--- config.mk ---
export PLATFORM = sky130hd
export DESIGN_NAME = sigmoid_prime_arbiter
export DESIGN_NICKNAME = d
export VERILOG_FILES = /design/src/rtl/sigmoid_prime_arbiter.sv
export SDC_FILE = /design/constraint.sdc
export NUM_CORES = 1
export LEC_CHECK = 0
export CAP_MARGIN = 20
export CORE_MARGIN = 3
export CORE_UTILIZATION = 44
export DETAILED_ROUTE_END_ITERATION = 8
export PLACE_DENSITY_LB_ADDON = 0.2
export SETUP_SLACK_MARGIN = 0.4
export SYNTH_ARGS = -nofsm -noshare
export SYNTH_HDL_FRONTEND = slang
export SYNTH_SLANG_ARGS = --single-unit
--- constraint.sdc ---
create_clock -name clk -period 3.1 [get_ports clk]
set_clock_uncertainty 0.2 [all_clocks]
set_input_delay 0.93 -clock clk [delete_from_list [all_inputs] [get_ports clk]]
set_output_delay 0.93 -clock clk [all_outputs]
set_load 0.01 [all_outputs]
--- src/rtl/sigmoid_prime_arbiter.sv ---
// Round-robin arbiter that shares one fixed-latency sigmoid-prime unit among N_REQ lanes,
// with credit-based issue and a tagged result FIFO. Optional counters: SIGMOID_ARB_PERF_EN.
module sigmoid_prime_arbiter #(
    parameter int N_REQ      = 4,
    parameter int ID_W       = 2,
    parameter int LAT        = 1,
    parameter int FIFO_DEPTH = 4
) (
    input  logic                  clk,
    input  logic                  rst,
    input  logic [N_REQ-1:0]      req_valid,
    input  logic [16*N_REQ-1:0]   req_data,
    output logic [N_REQ-1:0]      req_ready,
    output logic [15:0]           spu_in,
    input  logic [15:0]           spu_out,
    output logic                  rsp_valid,
    output logic [ID_W-1:0]       rsp_id,
    output logic [15:0]           rsp_data,
    input  logic                  rsp_ready,
    output logic                  busy
`ifdef SIGMOID_ARB_PERF_EN
    ,
    input  logic                  perf_clr,
    output logic [31:0]           perf_grants,
    output logic [31:0]           perf_stalls
`endif
);

    localparam int PTR_W = (FIFO_DEPTH > 1) ? $clog2(FIFO_DEPTH) : 1;
    localparam int CNT_W = PTR_W + 1;

    logic [ID_W-1:0]  rr_ptr_r;
    logic [15:0]      spu_in_r;
    logic [LAT:0]     tag_vld_r;
    logic [ID_W-1:0]  tag_id_r [0:LAT];
    logic [PTR_W-1:0] wr_ptr_r;
    logic [PTR_W-1:0] rd_ptr_r;
    logic [CNT_W-1:0] count_r;
    logic [CNT_W-1:0] inflight_r;
    logic             busy_r;
    logic [ID_W-1:0]  id_mem_r   [0:FIFO_DEPTH-1];
    logic [15:0]      data_mem_r [0:FIFO_DEPTH-1];

    logic             found_s;
    logic             hit_s;
    logic [ID_W-1:0]  win_s;
    logic [15:0]      sel_data_s;
    logic             credit_s;
    logic             grant_s;
    logic             capture_s;
    logic             pop_s;
    logic [CNT_W-1:0] count_nxt_s;
    logic [CNT_W-1:0] inflight_nxt_s;

    // Credit covers everything already issued plus everything buffered, so a capture always has room.
    assign credit_s  = ({1'b0, inflight_r} + {1'b0, count_r}) < (CNT_W+1)'(FIFO_DEPTH);
    // Tag stage 0 lines up with spu_in; stage LAT lines up with the unit's registered result.
    assign capture_s = tag_vld_r[LAT];
    assign pop_s     = (count_r != CNT_W'(0)) & rsp_ready;

    // Round-robin search from rr_ptr, operand mux for the winner, grant gated by credit and reset.
    always_comb begin
        found_s    = 1'b0;
        hit_s      = 1'b0;
        win_s      = '0;
        sel_data_s = 16'h0000;
        for (int i = 0; i < N_REQ; i++) begin
            for (int j = 0; j < N_REQ; j++) begin
                hit_s   = !found_s && req_valid[j] && (j == ((int'(rr_ptr_r) + i) % N_REQ));
                win_s   = hit_s ? ID_W'(j) : win_s;
                found_s = found_s | hit_s;
            end
        end
        for (int j = 0; j < N_REQ; j++) begin
            sel_data_s = (win_s == ID_W'(j)) ? req_data[16*j +: 16] : sel_data_s;
        end
        grant_s   = found_s & credit_s & rst;
        req_ready = grant_s ? (N_REQ'(1) << win_s) : '0;
    end

    // Next-state for FIFO occupancy and in-flight count.
    always_comb begin
        count_nxt_s    = count_r;
        inflight_nxt_s = inflight_r;
        case ({capture_s, pop_s})
            2'b10:   count_nxt_s = count_r + CNT_W'(1);
            2'b01:   count_nxt_s = count_r - CNT_W'(1);
            default: count_nxt_s = count_r;
        endcase
        case ({grant_s, capture_s})
            2'b10:   inflight_nxt_s = inflight_r + CNT_W'(1);
            2'b01:   inflight_nxt_s = inflight_r - CNT_W'(1);
            default: inflight_nxt_s = inflight_r;
        endcase
    end

    // Issue register: operand to the unit and round-robin pointer.
    always_ff @(posedge clk or negedge rst) begin
        if (!rst) begin
            spu_in_r <= 16'h0000;
            rr_ptr_r <= '0;
        end else if (grant_s) begin
            spu_in_r <= sel_data_s;
            rr_ptr_r <= (win_s == ID_W'(N_REQ-1)) ? '0 : win_s + ID_W'(1);
        end
    end

    // Tag pipe shadowing the shared unit.
    always_ff @(posedge clk or negedge rst) begin
        if (!rst) begin
            tag_vld_r <= '0;
            for (int k = 0; k <= LAT; k++) tag_id_r[k] <= '0;
        end else begin
            tag_vld_r   <= {tag_vld_r[LAT-1:0], grant_s};
            tag_id_r[0] <= win_s;
            for (int k = 1; k <= LAT; k++) tag_id_r[k] <= tag_id_r[k-1];
        end
    end

    // Result FIFO storage, pointers, counters and busy flag.
    always_ff @(posedge clk or negedge rst) begin
        if (!rst) begin
            wr_ptr_r   <= '0;
            rd_ptr_r   <= '0;
            count_r    <= '0;
            inflight_r <= '0;
            busy_r     <= 1'b0;
            for (int k = 0; k < FIFO_DEPTH; k++) begin
                id_mem_r[k]   <= '0;
                data_mem_r[k] <= 16'h0000;
            end
        end else begin
            if (capture_s) begin
                id_mem_r[wr_ptr_r]   <= tag_id_r[LAT];
                data_mem_r[wr_ptr_r] <= spu_out;
                wr_ptr_r             <= wr_ptr_r + PTR_W'(1);
            end
            if (pop_s) begin
                rd_ptr_r <= rd_ptr_r + PTR_W'(1);
            end
            count_r    <= count_nxt_s;
            inflight_r <= inflight_nxt_s;
            busy_r     <= (inflight_nxt_s != CNT_W'(0)) | (count_nxt_s != CNT_W'(0));
        end
    end

    assign spu_in    = spu_in_r;
    assign rsp_valid = (count_r != CNT_W'(0));
    assign rsp_id    = id_mem_r[rd_ptr_r];
    assign rsp_data  = data_mem_r[rd_ptr_r];
    assign busy      = busy_r;

`ifdef SIGMOID_ARB_PERF_EN
    logic [31:0] perf_grants_r;
    logic [31:0] perf_stalls_r;

    // Saturating grant and credit-stall counters; clear wins over counting.
    always_ff @(posedge clk or negedge rst) begin
        if (!rst) begin
            perf_grants_r <= 32'h0000_0000;
            perf_stalls_r <= 32'h0000_0000;
        end else if (perf_clr) begin
            perf_grants_r <= 32'h0000_0000;
            perf_stalls_r <= 32'h0000_0000;
        end else begin
            if (grant_s && (perf_grants_r != 32'hFFFF_FFFF)) begin
                perf_grants_r <= perf_grants_r + 32'd1;
            end
            if (found_s && !credit_s && (perf_stalls_r != 32'hFFFF_FFFF)) begin
                perf_stalls_r <= perf_stalls_r + 32'd1;
            end
        end
    end

    assign perf_grants = perf_grants_r;
    assign perf_stalls = perf_stalls_r;
`endif

endmodule

## Yosys cells after proc, flatten, opt, wreduce, memory -nomap -nowiden

Index checks and enable logic that the tools add are counted.

- Logic and storage cells: 170
- Output and inout port bits: 40
- Register bits after elaboration: 107

- Reductions and logical operators: 58
- Shift operators: 1
- Magnitude comparators: 4
- Multiplexer cells: 35
- Eq/ne operators: 19
- $add $sub $neg: 11
- Bitwise operators: 24

Operators with widths:

| cell | number |
|---|---|
| logical NOT 32 bit | 4 |
| two-way mux 16 bit | 7 |
| bitwise mux 64 bit | 1 |
| two-way mux 2 bit | 18 |
| binary-select mux 16 bit (select 2 bit) | 1 |
| demux 16 bit (select 2 bit) | 1 |
| logical AND 1 bit | 32 |
| == test 3 bit (first input constant) | 6 |
| OR 1 bit | 16 |
| logical NOT 1 bit | 15 |
| case mux 3 bit (2 select lines) | 2 |
| == test 2 x 3 -> 1 bit (first input constant) | 3 |
| nonzero test 3 bit | 3 |
| adder 2 x 1 -> 2 bit (second input constant) | 4 |
| bitwise mux 8 bit | 1 |
| == test 2 bit (second input constant) | 4 |
| adder 3 x 1 -> 3 bit (second input constant) | 2 |
| == test 2 x 1 -> 1 bit (second input constant) | 3 |
| >= comparator 3 bit (second input constant) | 2 |
| NOT 2 -> 3 bit | 2 |
| OR reduction 2 bit | 3 |
| subtractor 3 x 1 -> 3 bit (second input constant) | 2 |
| adder 2 bit (second input constant) | 2 |
| adder 3 x 3 -> 4 bit | 1 |
| other kinds (12) | 17 |

## Logic depth before layout (Yosys ltp)

- Word-level depth: 68
- Mapped depth: 10
- Mapped depth without buffers: 9

## Least setup slack after synthesis

OpenSTA, ideal clock, no wires.

- Path type: input port to flip-flop
- From: input port req_valid[0]
- To: register busy_r, in the netlist busy
- Stages: 9
- Buffers on the path: 1
- Data arrival time: 3.082 ns
- Required time: 2.769 ns
- Slack: -0.313 ns
- Cells stage by stage: or4_1 -> nand3_2 -> buf_2 -> ha_1 -> fa_1 -> nor2_1 -> a21oi_1 -> or3_1 -> or3_1

- Word-level cells in the longest chain between the ends: 67
- Elaborated cells between the ends (all ways): 68

Ends and longest elaborated chain:

| element | line | text |
|---|---|---|
| start: declaration | 11 | `input logic [N_REQ-1:0] req_valid,` |
| logical AND 1 bit | 69 | `hit_s = !found_s && req_valid[j] && (j == ((int'(rr_ptr_r) + i) % N_REQ));` |
| logical NOT 1 bit | 69 |  |
| logical AND 1 bit (2 in series) | 69 |  |
| OR 1 bit | 71 | `found_s = found_s \| hit_s;` |
| logical NOT 1 bit | 69 |  |
| logical AND 1 bit (2 in series) | 69 |  |
| OR 1 bit | 71 |  |
| logical NOT 1 bit | 69 |  |
| [47 not listed] | n/a |  |
| logical NOT 1 bit | 69 |  |
| logical AND 1 bit (2 in series) | 69 |  |
| OR 1 bit (*) | 71 |  |
| bitwise AND 1 bit (*) (2 in series) | 77 | `grant_s = found_s & credit_s & rst;` |
| == test 2 x 1 -> 1 bit or == test 2 bit (tied branches) | 90 | `case ({grant_s, capture_s})` |
| case mux 3 bit (2 select lines) (*) | 90 |  |
| nonzero test 3 bit (*) | 143 | `busy_r <= (inflight_nxt_s != CNT_W'(0)) \| (count_nxt_s != CNT_W'(0));` |
| OR 1 bit (*) | 143 |  |
| end signal: assignment | 143 |  |
| end: declaration | 40 | `logic busy_r;` |

Every way passes the cells marked *; elsewhere a longest branch is shown, timed or not.
A chain may end at the register's enable or synchronous reset.

## Worst setup path in the final report

- From: input port req_valid[2]
- To: output port req_ready[2]

- Word-level cells in the longest chain between the ends: 58
- Elaborated cells between the ends (all ways): 73

Ends and longest elaborated chain:

| element | line | text |
|---|---|---|
| logical AND 1 bit (2 in series) | 69 |  |
| OR 1 bit | 71 |  |
| logical NOT 1 bit | 69 |  |
| logical AND 1 bit (2 in series) | 69 |  |
| OR 1 bit | 71 |  |
| logical NOT 1 bit | 69 |  |
| logical AND 1 bit (2 in series) | 69 |  |
| OR 1 bit | 71 |  |
| [36 not listed] | n/a |  |
| logical NOT 1 bit | 69 |  |
| logical AND 1 bit (2 in series) | 69 |  |
| OR 1 bit | 71 |  |
| logical NOT 1 bit | 69 |  |
| logical AND 1 bit (2 in series) | 69 |  |
| OR 1 bit | 71 |  |
| bitwise AND 1 bit (2 in series) | 77 |  |
| two-way mux 4 bit (*) | 78 | `req_ready = grant_s ? (N_REQ'(1) << win_s) : '0;` |
| end: declaration | 13 | `output logic [N_REQ-1:0] req_ready,` |

Marks and branches as above.

==> run metrics <==
DR vias=about 3700; synthesis-to-layout area growth=51.7%; Critical R2R Capture=busy$_DFF_PN0_; Worst slew margin=38.6%; power share of the clock group=13.7%; Overflow after GRT=0; Final Instance Count excl. Fillers=688; Hold Crit Endpoint=tag_id_r[0]$_DFF_PN0_; residual DRC count=0; switching share of total power=around a third; crit path launch type=input port; HP Start=tag_id_r[2]$_DFF_PN0_; number of global-route vias before repair=just over 4000; final core utilization=a little under 70%; clock slew at reported path FFs=70 ps; Synth top area share=53.5%; maximum fanout along the worst path=3; Worst EP arrival=2090 ps; failing checks=negative setup slack; layout cells sized above 1=43.8%; Pre-Repair DR Iteration Count=4; Avg Inst Size Synth=13.9 um^2; initial core utilization=45.6%; required time worst endpoint=1970 ps; Final Net Count=roughly 640; Final min period=3220 ps; row count=38; maximum vdd ir drop=0.000698 V; Synthesized Nets=462; worst slew pin tran=921 ps; hold depth=0; initial antenna violation count=0; H-tree Lvls=3; I/O pins=127; number of enable flip-flop cells after synthesis=0; Yosys Warn Count=0; Placed Cells=640; Crit Reg-Reg Startpoint=count_r[2]$_DFF_PN0_; Core Area=11000 um^2; Post-Syn Area=5000 um^2; Seq/Total Area, Yosys=53.5%; Placed Area=6680 um^2; Ant. Diodes=0; largest net degree at the start of global routing=between 70 and 80; unrepaired setup endpoints after global routing=true; NetSw=between 2 and 3 mW; max-cap violations=0; post-synth top area cell=dfrtp_1; leakage=3.24 nW; Die Y=about 110 um; clk buf depth=2; Post-Route WL=between 10000 and 15000 um; reg2reg setup slack=-60 ps; kind of critical path=in -> out; combinational power share=55.8%; later-pin clock latency in the skew report=340 ps; worst-case reg-to-reg path depth=11; most frequent cells in the layout=105 x dfrtp_1, 98 x clkdlybuf4s50_1, 72 x mux2_2, 48 x buf_6, 31 x buf_4; largest cells by area after synthesis=dfrtp_1 54%, mux2_2 16%, mux4_2 8.1%; setup TNS=-504 ps; port bufs=126; initial DRC count=121; min setup slack post-route=-118 ps; Power Total=8.24 mW; die area=12700 um^2; All-Layer GR Usage=19.8%; fmax=between 300 and 400 MHz; flops & latches, synth=107; gp weighted congestion=approximately 0.84; Pint=about 5.5 mW; CTS tree=built; fin crit share=104%; clock root buffer=clkbuf_16; WL/cell=18.5 um; dpl hpwl=8330 um; status=complete, but fails checks; sequential power share=a little under a third; crit path cell chain=buf_6 > inv_2 > o22ai_2 > o21a_1 > or2_4 > ha_4 > inv_2 > nor2_4 > buf_6; critical path's slowest cell=or2_4; final setup vio count=5; Distinct cells, synth=37; most common cell after layout, fill and taps aside=dfrtp_1; final-report hold violation count=0; FFs w/ async S/R, synth=between 90% and 100%; post-synthesis cell count=361; Hold Path Class=reg -> reg; Final ANT Viol Nets=0; Worst Hold Slack=164 ps; clock sink count=107; chip width=113 um; power density over the cells=1090 nW/um^2; CTS Buf Count=9; crit path capture type=output port; main flop type after synthesis=dfrtp_1; CP max stage delay=roughly 280 ps; worst setup slack after placement=-969 ps; DR vias/cell=5.41; first-pass GRT wire length=19800 um; Final Cell Area=7590 um^2; final-report max-slew violation count=0
cell usage after synthesis (2+ instances only):
master and count:
a21oi_1 3, mux4_2 18, o21ai_0 2, or3_1 3, o22ai_1 16, buf_2 15, o31ai_1 15, and2_1 2
a221oi_1 16, dfrtp_1 107, clkbuf_1 2, mux2_2 73, fa_1 2, ha_1 12, nand2_1 26, nor2_1 10
xor2_1 5, inv_1 12, xnor2_1 4
cell type report:
type / count / area, um^2
clock buffer: 11 / 243
clock inverter: 5 / 52.6
fill: 769 / 3390
inverter: 14 / 57.6
multi-input combinational: 221 / 2380
sequential: 107 / 2680
tap: 140 / 175
timing repair buffer: 190 / 2000
power groups by stage:
stage          Combinational (mW)  Clock (mW)  Sequential [mW]
5_1_grt                      4.93        1.21             2.60
4_1_cts                      4.39        1.17             2.51
6_report                     4.60        1.13             2.51
3_5_place_dp                 3.71           0             2.53
2_1_floorplan                2.24           0             2.42
3_3_place_gp                 3.63           0             2.48
per-layer routing:
metal | wire, um | up-vias | track usage, %
met3 | 837 | 22 | 6.47
met5 | 0 | - | 0
met2 | 6460 | 116 | 33.8
met1 | 5190 | 1872 | 23.7
met4 | 259 | 0 | 6.73
li1 | - | 1713 | -
worst max-delay path, delay by kind of cell:
family                   cells  cell delay (ps)
buffers and inverters        4              360
AND/OR/NAND/NOR              2              320
AO/OA/AOI/OAI                2              300
adder cells (fa/ha/maj)      1              170
registers in the layout (all words and copies together), names as in the netlist:
register,flops
rd_ptr_r,2
tag_id_r,4
wr_ptr_r,2
spu_in,16
inflight_r,3
id_mem_r,8
count_r,3
data_mem_r,64
rr_ptr_r,2
tag_vld_r,2
busy,1
worst max-delay path by stage:
stage	startpoint	endpoint	slack [ps]	cells after the start
6_report	req_valid[2]	req_ready[2]	-120	9
5_1_grt	count_r[2]$_DFF_PN0_	req_ready[2]	-170	8
4_1_cts	req_valid[3]	req_ready[2]	-130	8
3_5_place_dp	req_valid[1]	req_ready[3]	-970	8
3_3_place_gp	req_valid[0]	req_ready[2]	-900	9
2_1_floorplan	req_valid[0]	busy$_DFF_PN0_	-190	9
what timing repair did:
item                                    in CTS  in global routing
hold buffers                                 0                  0
pin swaps                                   15                 13
endpoints found under the setup margin      42                 43
cloned                                       1                  0
buffers inserted                            27                  4
gates resized for setup                    175                 31
logic make-up after synthesis:
| kind of cell | Yosys count | share of synthesized area, % |
|---|---|---|
| DFF | 107 | 53.5 |
| and+or+nand+nor | 48 | 4.45 |
| muxes | 92 | 24.7 |
| xor gates and xnor gates | 9 | 1.57 |
| buffers and inverters | 33 | 3.22 |
| adders and majority gates | 14 | 3.80 |
| AOI/OAI and AO/OA | 58 | 8.73 |
Power figures use the tool's default switching activity.
